$ cat src/rtl/stack_pkg.sv
// -----------------------------------------------------------------------------
// stack_pkg
//   Shared definitions for the param_stack block:
//     - default entry width and depth
//     - stack operation enum, encoded directly as {push, pop}
//     - decode_op(): maps the raw push/pop request pair onto the enum
// -----------------------------------------------------------------------------
package stack_pkg;

    localparam int DEF_DATA_W = 16;
    localparam int DEF_DEPTH  = 20;

    // Encoding is {push, pop} so the request pair casts straight onto the enum.
    typedef enum logic [1:0] {
        NOP     = 2'b00,
        POP     = 2'b01,
        PUSH    = 2'b10,
        REPLACE = 2'b11
    } stack_op_e;

    function automatic stack_op_e decode_op(input logic push, input logic pop);
        return stack_op_e'({push, pop});
    endfunction

endpackage

$ cat src/rtl/stack_mem.sv
// -----------------------------------------------------------------------------
// stack_mem
//   Entry storage for param_stack: one synchronous write port and one
//   combinational read port.
//
//   Ports
//     clk    in   clock, write happens on its rising edge
//     we     in   write enable
//     waddr  in   write address
//     wdata  in   write data
//     raddr  in   read address
//     rdata  out  read data, combinational from raddr
// -----------------------------------------------------------------------------
module stack_mem
    import stack_pkg::*;
#(
    parameter int DATA_W = DEF_DATA_W,
    parameter int DEPTH  = DEF_DEPTH,
    parameter int ADDR_W = $clog2(DEPTH)
) (
    input  logic              clk,
    input  logic              we,
    input  logic [ADDR_W-1:0] waddr,
    input  logic [DATA_W-1:0] wdata,
    input  logic [ADDR_W-1:0] raddr,
    output logic [DATA_W-1:0] rdata
);

    logic [DATA_W-1:0] mem [DEPTH];

    // NOTE: the array deliberately has no reset; the occupancy count alone
    // decides which entries are meaningful, so stale data is never observed.
    always_ff @(posedge clk) begin
        if (we) begin
            mem[waddr] <= wdata;
        end
    end

    assign rdata = mem[raddr];

endmodule

$ cat src/rtl/param_stack.sv
// -----------------------------------------------------------------------------
// param_stack
//   LIFO stack of DEPTH entries, DATA_W bits wide. Entries are stored at
//   descending addresses: the next free slot is DEPTH-1-count and the current
//   top entry sits at DEPTH-count. A popped value is returned one clock later
//   on either the register path or the PC path, selected by dest_pc.
//
//   Operations, decoded from {push, pop} each cycle:
//     NOP      no change
//     PUSH     write push_data at the free slot (rejected when full -> ovf)
//     POP      return top entry, drop it (rejected when empty -> unf)
//     REPLACE  return top entry and overwrite it with push_data; when empty
//              behaves as PUSH and also raises unf
//
//   Ports
//     clk         in   clock
//     rst         in   asynchronous active-high reset
//     push, pop   in   operation request
//     dest_pc     in   pop destination: 0 register path, 1 PC path
//     push_data   in   data to push
//     reg_data    out  last value popped to the register path (held)
//     reg_valid   out  one-cycle strobe for reg_data
//     pc_data     out  last value popped to the PC path (held)
//     pc_valid    out  one-cycle strobe for pc_data
//     count       out  occupancy, 0..DEPTH
//     full/empty  out  count==DEPTH / count==0
//     ovf/unf     out  one-cycle pulses: push rejected / pop rejected
//     err_clr     in   clears the sticky error bits
//     err_sticky  out  sticky {ovf, unf}
//
//   Configuration
//     STACK_ERR_STICKY_EN  when defined, err_sticky latches ovf/unf events
//                          until err_clr or rst (a set wins over a clear in
//                          the same cycle). When undefined, err_sticky is
//                          tied to 0 and err_clr is ignored.
// -----------------------------------------------------------------------------
module param_stack
    import stack_pkg::*;
#(
    parameter int DATA_W = DEF_DATA_W,
    parameter int DEPTH  = DEF_DEPTH,
    parameter int CNT_W  = $clog2(DEPTH + 1)
) (
    input  logic              clk,
    input  logic              rst,
    input  logic              push,
    input  logic              pop,
    input  logic              dest_pc,
    input  logic [DATA_W-1:0] push_data,
    output logic [DATA_W-1:0] reg_data,
    output logic              reg_valid,
    output logic [DATA_W-1:0] pc_data,
    output logic              pc_valid,
    output logic [CNT_W-1:0]  count,
    output logic              full,
    output logic              empty,
    output logic              ovf,
    output logic              unf,
    input  logic              err_clr,
    output logic [1:0]        err_sticky
);

    localparam int              ADDR_W  = $clog2(DEPTH);
    localparam logic [CNT_W-1:0] DEPTH_C = CNT_W'(DEPTH);
    localparam logic [CNT_W-1:0] ONE_C   = CNT_W'(1);

    stack_op_e         op;
    logic [ADDR_W-1:0] top_addr;
    logic [ADDR_W-1:0] free_addr;
    logic              mem_we;
    logic [ADDR_W-1:0] mem_waddr;
    logic [DATA_W-1:0] mem_rdata;
    logic [CNT_W-1:0]  count_nxt;
    logic              pop_ok;
    logic              ovf_set;
    logic              unf_set;

    // ------------------------------------------------------------------
    // Status flags and addresses derived from the occupancy count
    // ------------------------------------------------------------------
    assign full  = (count == DEPTH_C);
    assign empty = (count == '0);

    // top_addr is only used when the stack is not empty, and free_addr only
    // when it is not full, so the out-of-range corner values never matter.
    assign top_addr  = ADDR_W'(DEPTH_C - count);
    assign free_addr = ADDR_W'(DEPTH_C - ONE_C - count);

    // ------------------------------------------------------------------
    // Operation decode
    // ------------------------------------------------------------------
    // NOTE: every output of this block gets a default before the case, so
    // no path leaves a signal unassigned and no latch is inferred.
    always_comb begin
        op        = decode_op(push, pop);
        mem_we    = 1'b0;
        mem_waddr = free_addr;
        count_nxt = count;
        pop_ok    = 1'b0;
        ovf_set   = 1'b0;
        unf_set   = 1'b0;

        case (op)
            PUSH: begin
                if (!full) begin
                    mem_we    = 1'b1;
                    count_nxt = count + ONE_C;
                end else begin
                    ovf_set   = 1'b1;
                end
            end
            POP: begin
                if (!empty) begin
                    pop_ok    = 1'b1;
                    count_nxt = count - ONE_C;
                end else begin
                    unf_set   = 1'b1;
                end
            end
            REPLACE: begin
                if (!empty) begin
                    // Old top is read combinationally this cycle and the
                    // same slot is overwritten at the edge.
                    pop_ok    = 1'b1;
                    mem_we    = 1'b1;
                    mem_waddr = top_addr;
                end else begin
                    // Nothing to return: degrade to a push and flag it.
                    mem_we    = 1'b1;
                    count_nxt = count + ONE_C;
                    unf_set   = 1'b1;
                end
            end
            default: ;
        endcase
    end

    // ------------------------------------------------------------------
    // Storage. Writes are suppressed while rst is high so an operation
    // presented during reset leaves no trace in memory either.
    // ------------------------------------------------------------------
    stack_mem #(
        .DATA_W (DATA_W),
        .DEPTH  (DEPTH),
        .ADDR_W (ADDR_W)
    ) u_mem (
        .clk   (clk),
        .we    (mem_we & ~rst),
        .waddr (mem_waddr),
        .wdata (push_data),
        .raddr (top_addr),
        .rdata (mem_rdata)
    );

    // ------------------------------------------------------------------
    // Occupancy, pop results and error pulses
    // ------------------------------------------------------------------
    // NOTE: state registers use non-blocking assignments so every register
    // samples the pre-edge values regardless of statement order.
    always_ff @(posedge clk or posedge rst) begin
        if (rst) begin
            count     <= '0;
            reg_data  <= '0;
            reg_valid <= 1'b0;
            pc_data   <= '0;
            pc_valid  <= 1'b0;
            ovf       <= 1'b0;
            unf       <= 1'b0;
        end else begin
            count     <= count_nxt;
            reg_valid <= pop_ok & ~dest_pc;
            pc_valid  <= pop_ok &  dest_pc;
            // The non-selected path keeps its last popped value.
            if (pop_ok && !dest_pc) begin
                reg_data <= mem_rdata;
            end
            if (pop_ok && dest_pc) begin
                pc_data <= mem_rdata;
            end
            ovf       <= ovf_set;
            unf       <= unf_set;
        end
    end

    // ------------------------------------------------------------------
    // Sticky error capture
    // ------------------------------------------------------------------
`ifdef STACK_ERR_STICKY_EN
    logic [1:0] sticky_q;

    // The bits rise on the same edge as the ovf/unf pulses; a new event in
    // the clearing cycle keeps the bit set.
    always_ff @(posedge clk or posedge rst) begin
        if (rst) begin
            sticky_q <= 2'b00;
        end else begin
            sticky_q[1] <= ovf_set | (sticky_q[1] & ~err_clr);
            sticky_q[0] <= unf_set | (sticky_q[0] & ~err_clr);
        end
    end

    assign err_sticky = sticky_q;
`else
    logic unused_err_clr;

    assign unused_err_clr = err_clr;
    assign err_sticky     = 2'b00;
`endif

endmodule

$ cat config.mk
export PLATFORM = sky130hd
export DESIGN_NAME = param_stack
export DESIGN_NICKNAME = d
export VERILOG_FILES = /design/src/rtl/stack_pkg.sv /design/src/rtl/stack_mem.sv /design/src/rtl/param_stack.sv
export SDC_FILE = /design/constraint.sdc
export NUM_CORES = 1
export LEC_CHECK = 0
export CORE_MARGIN = 1.5
export CORE_UTILIZATION = 35
export DETAILED_ROUTE_END_ITERATION = 10
export GPL_ROUTABILITY_DRIVEN = 0
export GPL_TIMING_DRIVEN = 0
export MAX_ROUTING_LAYER = met4
export PLACE_DENSITY = 0.48
export SLEW_MARGIN = 20
export SYNTH_ARGS = -nofsm -noshare
export SYNTH_HDL_FRONTEND = slang
export SYNTH_SLANG_ARGS = --single-unit
$ cat constraint.sdc
create_clock -name clk -period 4.6 [get_ports clk]
set_input_delay 0.46 -clock clk [delete_from_list [all_inputs] [get_ports clk]]
set_output_delay 0.46 -clock clk [all_outputs]
set_load 0.005 [all_outputs]
==> report_table.html, run 1 <==
<table>
<tr><th>Metric</th><th>Value</th></tr>
<tr><th colspan="2">CTS</th></tr>
<tr><td>Clk sinks</td><td>361</td></tr>
<tr><td>Clock root buffer master</td><td>clkbuf_16</td></tr>
<tr><td>Clk_lat worst skew</td><td>0.53 ns</td></tr>
<tr><td>H-tree levels</td><td>2</td></tr>
<tr><td>Clock buffer depth</td><td>3</td></tr>
<tr><td>Clock-pin slew on the worst setup and hold paths</td><td>0.06 ns</td></tr>
<tr><td>TritonCTS clock tree</td><td>yes</td></tr>
<tr><td>Number of buffers created by CTS</td><td>39</td></tr>
<tr><th colspan="2">STA</th></tr>
<tr><td>Transition time at the pin with the least slew margin</td><td>1.02 ns</td></tr>
<tr><td>Headroom to the max-slew limit</td><td>0.315</td></tr>
<tr><td>Share of the clock period used by the worst path</td><td>0.929</td></tr>
<tr><td>Hold violation count in the final report</td><td>0</td></tr>
<tr><td>Max-slew violations</td><td>0</td></tr>
<tr><td>Clock Skew</td><td>0.00973 ns</td></tr>
<tr><td>Setup repair after global routing missed its margin</td><td>no</td></tr>
<tr><td>Final setup slack of the worst path</td><td>0.328 ns</td></tr>
<tr><td>Fmax</td><td>0.234 GHz</td></tr>
<tr><td>Setup TNS</td><td>0 ns</td></tr>
<tr><td>Final setup fails</td><td>0</td></tr>
<tr><td>Min cycle time layout</td><td>4.27 ns</td></tr>
<tr><th colspan="2">Power and ir drop</th></tr>
<tr><td>Static leakage power</td><td>5.74 nW</td></tr>
<tr><td>Pwr Density</td><td>657 nW/um^2</td></tr>
<tr><td>Overall power consumption</td><td>11.3 mW</td></tr>
<tr><td>Worst ir drop on vdd</td><td>0.248 mV</td></tr>
<tr><th colspan="2">Worst setup path</th></tr>
<tr><td>Largest driver fanout on the critical path</td><td>12</td></tr>
<tr><td>Reg2reg start</td><td>count[0]$_DFFE_PP0P_</td></tr>
<tr><td>Start point of the critical path</td><td>count[0]$_DFFE_PP0P_</td></tr>
<tr><td>Category of the worst setup path launch point</td><td>register</td></tr>
<tr><td>Critical path endpoint category</td><td>register</td></tr>
<tr><td>Required time of the worst setup path</td><td>4.83 ns</td></tr>
<tr><td>Worst EP arrival</td><td>4.50 ns</td></tr>
<tr><td>FF-to-FF End</td><td>u_mem.mem[15][0]$_DFFE_PP_</td></tr>
<tr><td>Register-to-register path setup slack</td><td>0.33 ns</td></tr>
<tr><td>Critical Setup Path Class</td><td>reg2reg</td></tr>
<tr><td>R2R depth</td><td>13</td></tr>
<tr><th colspan="2">Route</th></tr>
<tr><td>Detailed Route Iter0 Violations</td><td>458</td></tr>
<tr><td>Vias per cell</td><td>5.13</td></tr>
<tr><td>Wirelength per Cell</td><td>22.5 um</td></tr>
<tr><td>Number of antenna-violating nets in the routed design</td><td>0</td></tr>
<tr><td>Routed wire length</td><td>32300 um</td></tr>
<tr><td>Count of vias placed by the detailed router</td><td>7384</td></tr>
<tr><td>Number of remaining DRC errors</td><td>0</td></tr>
<tr><td>Number of detailed-routing iterations run before antenna repair</td><td>4</td></tr>
<tr><th colspan="2">Synth</th></tr>
<tr><td>Proportion of synthesized flip-flops having asynchronous set or reset</td><td>0.114</td></tr>
<tr><td>Top cells by area, synth</td><td>edfxtp_1 67%, mux4_2 13%, dfrtp_1 7.2%, o31ai_1 1.6%, a2111oi_2 1.0%</td></tr>
<tr><td>Syn_area_per_cell</td><td>19.0 sq um</td></tr>
<tr><td>Number of warnings printed during yosys synthesis</td><td>0</td></tr>
<tr><td>Fraction of the yosys area taken by sequential cells</td><td>0.742</td></tr>
<tr><td>Count of state elements after synthesis</td><td>361</td></tr>
<tr><td>Count of flip-flops with a built-in enable after synthesis</td><td>320</td></tr>
<tr><td>Area share of the largest cell type after synthesis</td><td>0.670</td></tr>
<tr><td>Synth cell count leaders</td><td>320 x edfxtp_1, 80 x mux4_2, 41 x dfrtp_1</td></tr>
<tr><td>Post-synthesis cell type with the largest combined area</td><td>edfxtp_1</td></tr>
<tr><td>Synthesized instance count</td><td>755</td></tr>
<tr><td>Post-synthesis cell type count</td><td>48</td></tr>
<tr><td>Main flop type after synthesis</td><td>edfxtp_1</td></tr>
<tr><td>Post-synthesis instance area</td><td>14300 sq um</td></tr>
<tr><td>Most frequent cell after synthesis</td><td>edfxtp_1</td></tr>
<tr><th colspan="2">Job</th></tr>
<tr><td>Max-cap viol count</td><td>0</td></tr>
<tr><th colspan="2">Global routing</th></tr>
<tr><td>Aggregate global-route resource usage</td><td>0.165</td></tr>
<tr><td>Antenna violations before repair</td><td>0</td></tr>
<tr><td>Gr ovfl total</td><td>0</td></tr>
<tr><td>Largest net degree at the start of global routing</td><td>37</td></tr>
<tr><td>First-pass GRT wire length</td><td>49200 um</td></tr>
<tr><td>Number of global-route vias before repair</td><td>7856</td></tr>
<tr><th colspan="2">Place</th></tr>
<tr><td>Worst setup slack before clock tree synthesis</td><td>-0.680 ns</td></tr>
<tr><td>IO Port Bufs</td><td>63</td></tr>
<tr><td>Final HPWL DP</td><td>23300 um</td></tr>
<tr><th colspan="2">Floorplanning</th></tr>
<tr><td>Initial core utilization</td><td>0.358</td></tr>
<tr><td>Core Footprint</td><td>40100 sq um</td></tr>
<tr><td>Die height</td><td>205 um</td></tr>
<tr><td>Number of rows created at floorplan</td><td>73</td></tr>
<tr><td>Die Outline Area</td><td>42200 sq um</td></tr>
<tr><td>Overall die width</td><td>205 um</td></tr>
<tr><td>Top-level I/O count</td><td>67</td></tr>
<tr><th colspan="2">Final layout</th></tr>
<tr><td>Growth of design area from synthesis to finish</td><td>20.0%</td></tr>
<tr><td>Total of fill cells in the finished design</td><td>3503</td></tr>
<tr><td>ANT cells</td><td>0</td></tr>
<tr><td>Layout cell share with drive strength beyond 1</td><td>0.248</td></tr>
<tr><td>Sequential cell area in the final layout</td><td>10600 sq um</td></tr>
<tr><td>Multi-input logic area</td><td>3440 sq um</td></tr>
<tr><td>Number of nets in the layout</td><td>914</td></tr>
<tr><th colspan="2">Status</th></tr>
<tr><td>Result of the run</td><td>finished clean</td></tr>
<tr><th colspan="2">Hold path</th></tr>
<tr><td>Min-delay worst type</td><td>in2async</td></tr>
</table>
## how the worst max path moves through the flow
stage	slack, ns	to
after floorplan	0.76	u_mem.mem[10][0]$_DFFE_PP_
after global placement	-1.38	u_mem.mem[14][0]$_DFFE_PP_
after detailed placement	-0.68	u_mem.mem[5][15]$_DFFE_PP_
after CTS	0.09	pc_data[12]$_DFFE_PP0P_
after global routing	0.03	pc_data[15]$_DFFE_PP0P_
final	0.33	u_mem.mem[15][0]$_DFFE_PP_
## registers in the layout, summed over array words and instances, names as in the netlist
name / count
count: 5
ovf: 1
pc_data: 16
pc_valid: 1
reg_data: 16
reg_valid: 1
u_mem.mem: 320
unf: 1
## metrics by stage
step | hold slack (ns) | std cells | util | area [sq um]
detailed placement | 0.466 | 1364 | 0.398 | 15900
global placement | 0.461 | 1344 | 0.390 | 15600
floorplan | 0.473 | 756 | - | 14300
finish | 0.234 | 1438 | 0.429 | 17200
global route | 0.241 | 1438 | 0.429 | 17200
CTS | 0.195 | 1438 | 0.429 | 17200
## metal layers
metal	vias to the layer above	wire length [um]	global-route usage
met5	-	0	-
met4	0	563	0.0412
met3	45	1320	0.0283
met2	172	16100	0.266
met1	3871	14400	0.217
li1	3296	-	-
## report_power, final
group	total, mW	leakage [nW]	internal [mW]	switching, mW
sequential	4.01	3.39	3.88	0.137
combinational	4.44	1.79	1.91	2.53
clock	2.86	0.569	1.66	1.20
## what timing repair did
item                                    4_1_cts  5_1_grt
endpoints found under the setup margin      316      158
pin swaps                                     4        0
buffers inserted                              5        0
resized for setup                            20        4
hold buffers                                  0        0
## cell families (layout without fill, tap and decap cells)
| family | Yosys count | count (layout) | synth area share |
|---|---|---|---|
| xor gates and xnor gates | 9 | 9 | 0.00550 |
| buffers and inverters | 81 | 238 | 0.0257 |
| adders and majority gates | 7 | 7 | 0.00663 |
| muxes | 81 | 81 | 0.126 |
| other | 1 | 2 | 0.000262 |
| and+or+nand+nor | 107 | 107 | 0.0338 |
| AOI/OAI and AO/OA | 108 | 108 | 0.0600 |
| DFF | 361 | 361 | 0.742 |
## worst max-delay path: stages (launching register included)
cell and delay (ns):
dfrtp_1 0.42, buf_6 0.16, buf_6 0.20, buf_4 0.29, buf_4 0.28, inv_1 0.17
ha_1 0.42, buf_2 0.36, buf_4 0.30, clkbuf_4 0.29, a31oi_1 0.15, nand2b_2 0.34
nor2_4 0.28, buf_6 0.22
## cells in the final DEF, fill, tap and decap left out, types with 20 or more instances in the layout
cell	instances
clkbuf_1	26
clkdlybuf4s50_1	63
edfxtp_1	320
o31ai_1	30
inv_1	39
mux4_2	80
clkbuf_16	39
dfrtp_1	41
nand2_1	36
nor2_1	20
## cell type report
type,instances,share of cell area
sequential,361,0.618
multi-input combinational,314,0.200
clock buffer,54,0.0611
timing repair buffer,88,0.0542
tap,525,0.0382
buffer,41,0.0136
inverter,40,0.00872
clock inverter,15,0.00611
Note: power is estimated with default switching activity, not from simulation.
==> run 2: changes to the inputs <==
--- a/config.mk
+++ b/config.mk
@@ -5,13 +5,14 @@
 export SDC_FILE = /design/constraint.sdc
 export NUM_CORES = 1
 export LEC_CHECK = 0
-export CORE_MARGIN = 1.5
+export CORE_MARGIN = 1
 export CORE_UTILIZATION = 35
 export DETAILED_ROUTE_END_ITERATION = 10
+export DONT_BUFFER_PORTS = 1
 export GPL_ROUTABILITY_DRIVEN = 0
 export GPL_TIMING_DRIVEN = 0
 export MAX_ROUTING_LAYER = met4
-export PLACE_DENSITY = 0.48
+export PLACE_DENSITY = 0.46
 export SLEW_MARGIN = 20
 export SYNTH_ARGS = -nofsm -noshare
 export SYNTH_HDL_FRONTEND = slang
==> run 2 against run 1 <==
Clock skew up 0.012 ns. Hold slack worse by 0.20 ns. Utilization down 1.3 points. Cell count down 4.2%. First-iteration DRC count up 20%. Routed wire length up 2.3%. Fmax down 1.5%. Critical path type unchanged. Largest cell class unchanged.
==> report_table.html, run 2 (synthesized netlist as in run 1, its figures left out) <==
<table>
<tr><th>Metric</th><th>Value</th></tr>
<tr><th colspan="2">Worst setup path</th></tr>
<tr><td>Required time of the worst setup path</td><td>4.81 ns (-0.02 ns)</td></tr>
<tr><td>Critical path endpoint category</td><td>register</td></tr>
<tr><td>Register-to-register path setup slack</td><td>0.26 ns (-0.07 ns)</td></tr>
<tr><td>Worst EP arrival</td><td>4.55 ns (+0.05 ns)</td></tr>
<tr><td>R2R depth</td><td>13 (unchanged)</td></tr>
<tr><td>Category of the worst setup path launch point</td><td>register</td></tr>
<tr><td>Critical Setup Path Class</td><td>reg2reg</td></tr>
<tr><td>Largest driver fanout on the critical path</td><td>12 (unchanged)</td></tr>
<tr><th colspan="2">Power and ir drop</th></tr>
<tr><td>Pwr Density</td><td>667 nW/um^2 (+1.4%)</td></tr>
<tr><td>Worst ir drop on vdd</td><td>0.318 mV (+28%)</td></tr>
<tr><td>Power share of the clock group</td><td>0.269 (+0.016)</td></tr>
<tr><td>Switching Power</td><td>3.80 mW (-1.6%)</td></tr>
<tr><td>Net switching share of the total power</td><td>0.342 (+0.000572)</td></tr>
<tr><td>Static leakage power</td><td>5.52 nW (-3.8%)</td></tr>
<tr><td>Proportion of power drawn by flip-flops and latches</td><td>0.365 (+0.010)</td></tr>
<tr><td>Internal power</td><td>7.31 mW (-1.9%)</td></tr>
<tr><td>Part of the total power dissipated in combinational logic</td><td>0.366 (-0.026)</td></tr>
<tr><th colspan="2">CTS</th></tr>
<tr><td>Clk_lat worst skew</td><td>0.52 ns (about the same)</td></tr>
<tr><td>Number of buffers created by CTS</td><td>38 (-2.6%)</td></tr>
<tr><td>H-tree levels</td><td>2 (unchanged)</td></tr>
<tr><td>Clock root buffer master</td><td>clkbuf_16</td></tr>
<tr><td>Clock-pin slew on the worst setup and hold paths</td><td>0.06 ns (about the same)</td></tr>
<tr><td>Clk sinks</td><td>361 (unchanged)</td></tr>
<tr><td>Clock buffer depth</td><td>3 (unchanged)</td></tr>
<tr><td>TritonCTS clock tree</td><td>yes</td></tr>
<tr><th colspan="2">Global routing</th></tr>
<tr><td>Number of global-route vias before repair</td><td>7760 (-1.2%)</td></tr>
<tr><td>Aggregate global-route resource usage</td><td>0.167 (+0.00291)</td></tr>
<tr><td>Busiest layer in global routing</td><td>met2</td></tr>
<tr><td>Gr ovfl total</td><td>0 (unchanged)</td></tr>
<tr><td>Met2 Use GR</td><td>0.275 (+0.00889)</td></tr>
<tr><td>Met3 GRT Util</td><td>0.0301 (+0.00178)</td></tr>
<tr><td>Global-route met1 utilization</td><td>0.215 (-0.00262)</td></tr>
<tr><td>First-pass GRT wire length</td><td>49500 um (+0.56%)</td></tr>
<tr><td>Antenna violations before repair</td><td>0 (unchanged)</td></tr>
<tr><td>Largest net degree at the start of global routing</td><td>37 (unchanged)</td></tr>
<tr><th colspan="2">Route</th></tr>
<tr><td>Routed wire length</td><td>33100 um (+2.3%)</td></tr>
<tr><td>Number of detailed-routing iterations run before antenna repair</td><td>5 (+1)</td></tr>
<tr><td>Count of vias placed by the detailed router</td><td>7175 (-2.8%)</td></tr>
<tr><td>Vias per cell</td><td>5.21 (+1.4%)</td></tr>
<tr><td>Detailed Route Iter0 Violations</td><td>548 (+20%)</td></tr>
<tr><td>Wirelength per Cell</td><td>24.0 um (+6.8%)</td></tr>
<tr><td>Number of remaining DRC errors</td><td>0 (unchanged)</td></tr>
<tr><td>Number of antenna-violating nets in the routed design</td><td>0 (unchanged)</td></tr>
<tr><th colspan="2">Place</th></tr>
<tr><td>Placed instance area</td><td>15300 sq um (-4.0%)</td></tr>
<tr><td>Number of instances in the placed design</td><td>1301 (-4.6%)</td></tr>
<tr><td>IO Port Bufs</td><td>0 (-100%)</td></tr>
<tr><td>Final HPWL DP</td><td>23500 um (+1.1%)</td></tr>
<tr><td>Worst setup slack before clock tree synthesis</td><td>-0.766 ns (-0.0862 ns)</td></tr>
<tr><th colspan="2">Floorplanning</th></tr>
<tr><td>Core Footprint</td><td>40100 sq um (unchanged)</td></tr>
<tr><td>Die Outline Area</td><td>41800 sq um (-0.97%)</td></tr>
<tr><td>Initial core utilization</td><td>0.358 (unchanged)</td></tr>
<tr><td>Number of rows created at floorplan</td><td>73 (unchanged)</td></tr>
<tr><td>Die height</td><td>204 um (-0.49%)</td></tr>
<tr><td>Top-level I/O count</td><td>67 (unchanged)</td></tr>
<tr><td>Overall die width</td><td>204 um (-0.49%)</td></tr>
<tr><th colspan="2">Final layout</th></tr>
<tr><td>Total of fill cells in the finished design</td><td>3542 (+1.1%)</td></tr>
<tr><td>Largest register FFs</td><td>320 (unchanged)</td></tr>
<tr><td>Post-route cell area</td><td>16700 sq um (-3.1%)</td></tr>
<tr><td>Highest-count cells in the layout ignoring fill and taps</td><td>320 x edfxtp_1, 80 x mux4_2, 41 x dfrtp_1, 39 x inv_1, 39 x clkbuf_16</td></tr>
<tr><td>Final non-filler cell total</td><td>1378 (-4.2%)</td></tr>
<tr><td>Layout cell share with drive strength beyond 1</td><td>0.261 (+0.0139)</td></tr>
<tr><td>Number of nets in the layout</td><td>853 (-6.7%)</td></tr>
<tr><td>Growth of design area from synthesis to finish</td><td>16.3%</td></tr>
<tr><td>Most frequent standard cell in the layout excluding fill and tap cells</td><td>edfxtp_1</td></tr>
<tr><td>Leading registers by flop count</td><td>u_mem.mem x320, pc_data x16, reg_data x16</td></tr>
<tr><td>Register ranked first by flip-flop count</td><td>u_mem.mem</td></tr>
<tr><td>ANT cells</td><td>0 (unchanged)</td></tr>
<tr><th colspan="2">STA</th></tr>
<tr><td>Share of the clock period used by the worst path</td><td>0.943 (+0.0143)</td></tr>
<tr><td>Setup repair after global routing missed its margin</td><td>no</td></tr>
<tr><td>Min cycle time layout</td><td>4.34 ns (+0.0659 ns)</td></tr>
<tr><td>Max-slew violations</td><td>0 (unchanged)</td></tr>
<tr><td>Clock Skew</td><td>0.0221 ns (+0.0124 ns)</td></tr>
<tr><td>Final setup slack of the worst path</td><td>0.262 ns (-0.0659 ns)</td></tr>
<tr><td>Headroom to the max-slew limit</td><td>0.293 (-0.0222)</td></tr>
<tr><td>Final-layout worst hold slack</td><td>0.0314 ns (-0.202 ns)</td></tr>
<tr><td>Fmax</td><td>0.231 GHz (-1.5%)</td></tr>
<tr><td>Final setup fails</td><td>0 (unchanged)</td></tr>
<tr><td>Hold violation count in the final report</td><td>0 (unchanged)</td></tr>
<tr><td>Transition time at the pin with the least slew margin</td><td>1.05 ns (+0.0330 ns)</td></tr>
<tr><td>Setup TNS</td><td>0 ns (unchanged)</td></tr>
<tr><th colspan="2">Job</th></tr>
<tr><td>Max-cap viol count</td><td>0 (unchanged)</td></tr>
<tr><th colspan="2">Hold path</th></tr>
<tr><td>Min-delay worst type</td><td>in2reg</td></tr>
<tr><td>Count of cells along the worst hold path</td><td>0</td></tr>
<tr><th colspan="2">Status</th></tr>
<tr><td>Result of the run</td><td>finished clean</td></tr>
</table>
run 2: final timing paths:
| path | start | to |
|---|---|---|
| worst max-delay path | count[0]$_DFFE_PP0P_ | u_mem.mem[11][15]$_DFFE_PP_ |
| worst min-delay path | push_data[8] | u_mem.mem[14][8]$_DFFE_PP_ |
| worst max register to register | count[0]$_DFFE_PP0P_ | u_mem.mem[11][15]$_DFFE_PP_ |
| worst min register to register | pc_data[12]$_DFFE_PP0P_ | pc_data[12]$_DFFE_PP0P_ |
| max in group asynchronous | rst | pc_data[3]$_DFFE_PP0P_ |
| min in group asynchronous | rst | count[4]$_DFFE_PP0P_ |
run 2: worst max-delay path, cell delays in order (launching register included):
cell and delay, ns:
dfrtp_1 0.45, buf_6 0.18, buf_6 0.20, buf_4 0.29, buf_4 0.28, inv_1 0.17
ha_1 0.44, clkbuf_4 0.32, buf_4 0.26, clkbuf_4 0.28, a31oi_1 0.15, nand2b_1 0.39
nor2_4 0.33, buf_6 0.23
run 2: area by class of cell:
type	instances	area, sq um	area share
sequential	361	10600	0.638
multi-input combinational	314	3460	0.208
clock buffer	56	1040	0.0624
tap	525	657	0.0394
timing repair buffer	28	327	0.0196
buffer	41	236	0.0142
clock inverter	13	164	0.00983
inverter	40	150	0.00901
run 2: power by group through the flow:
stage	Clock (mW)	Combinational [mW]	Sequential, mW
CTS	3.05	4.09	4.07
detailed placement	0	4.02	4.13
floorplan	0	2.76	4.07
global placement	0	3.89	4.13
finish	2.99	4.07	4.06
global route	3.18	4.41	4.09
run 2: metal layers:
layer / vias to the layer above / wire [um]
li1: 3170 / -
met1: 3777 / 14500
met2: 178 / 16400
met3: 50 / 1550
met4: 0 / 629
met5: - / 0
run 2: stage by stage:
| stage | util | power, mW |
|---|---|---|
| floorplan | - | 6.82 |
| global placement | 0.374 | 8.01 |
| detailed placement | 0.382 | 8.15 |
| CTS | 0.415 | 11.2 |
| global route | 0.416 | 11.7 |
| finish | 0.416 | 11.1 |
run 2: repair_timing:
action	in CTS	in global routing
endpoints found under the setup margin	316	196
resized for setup	22	6
buffers inserted	7	0
endpoints found under the hold margin	41	0
hold buffers	1	0
pin swaps	5	0
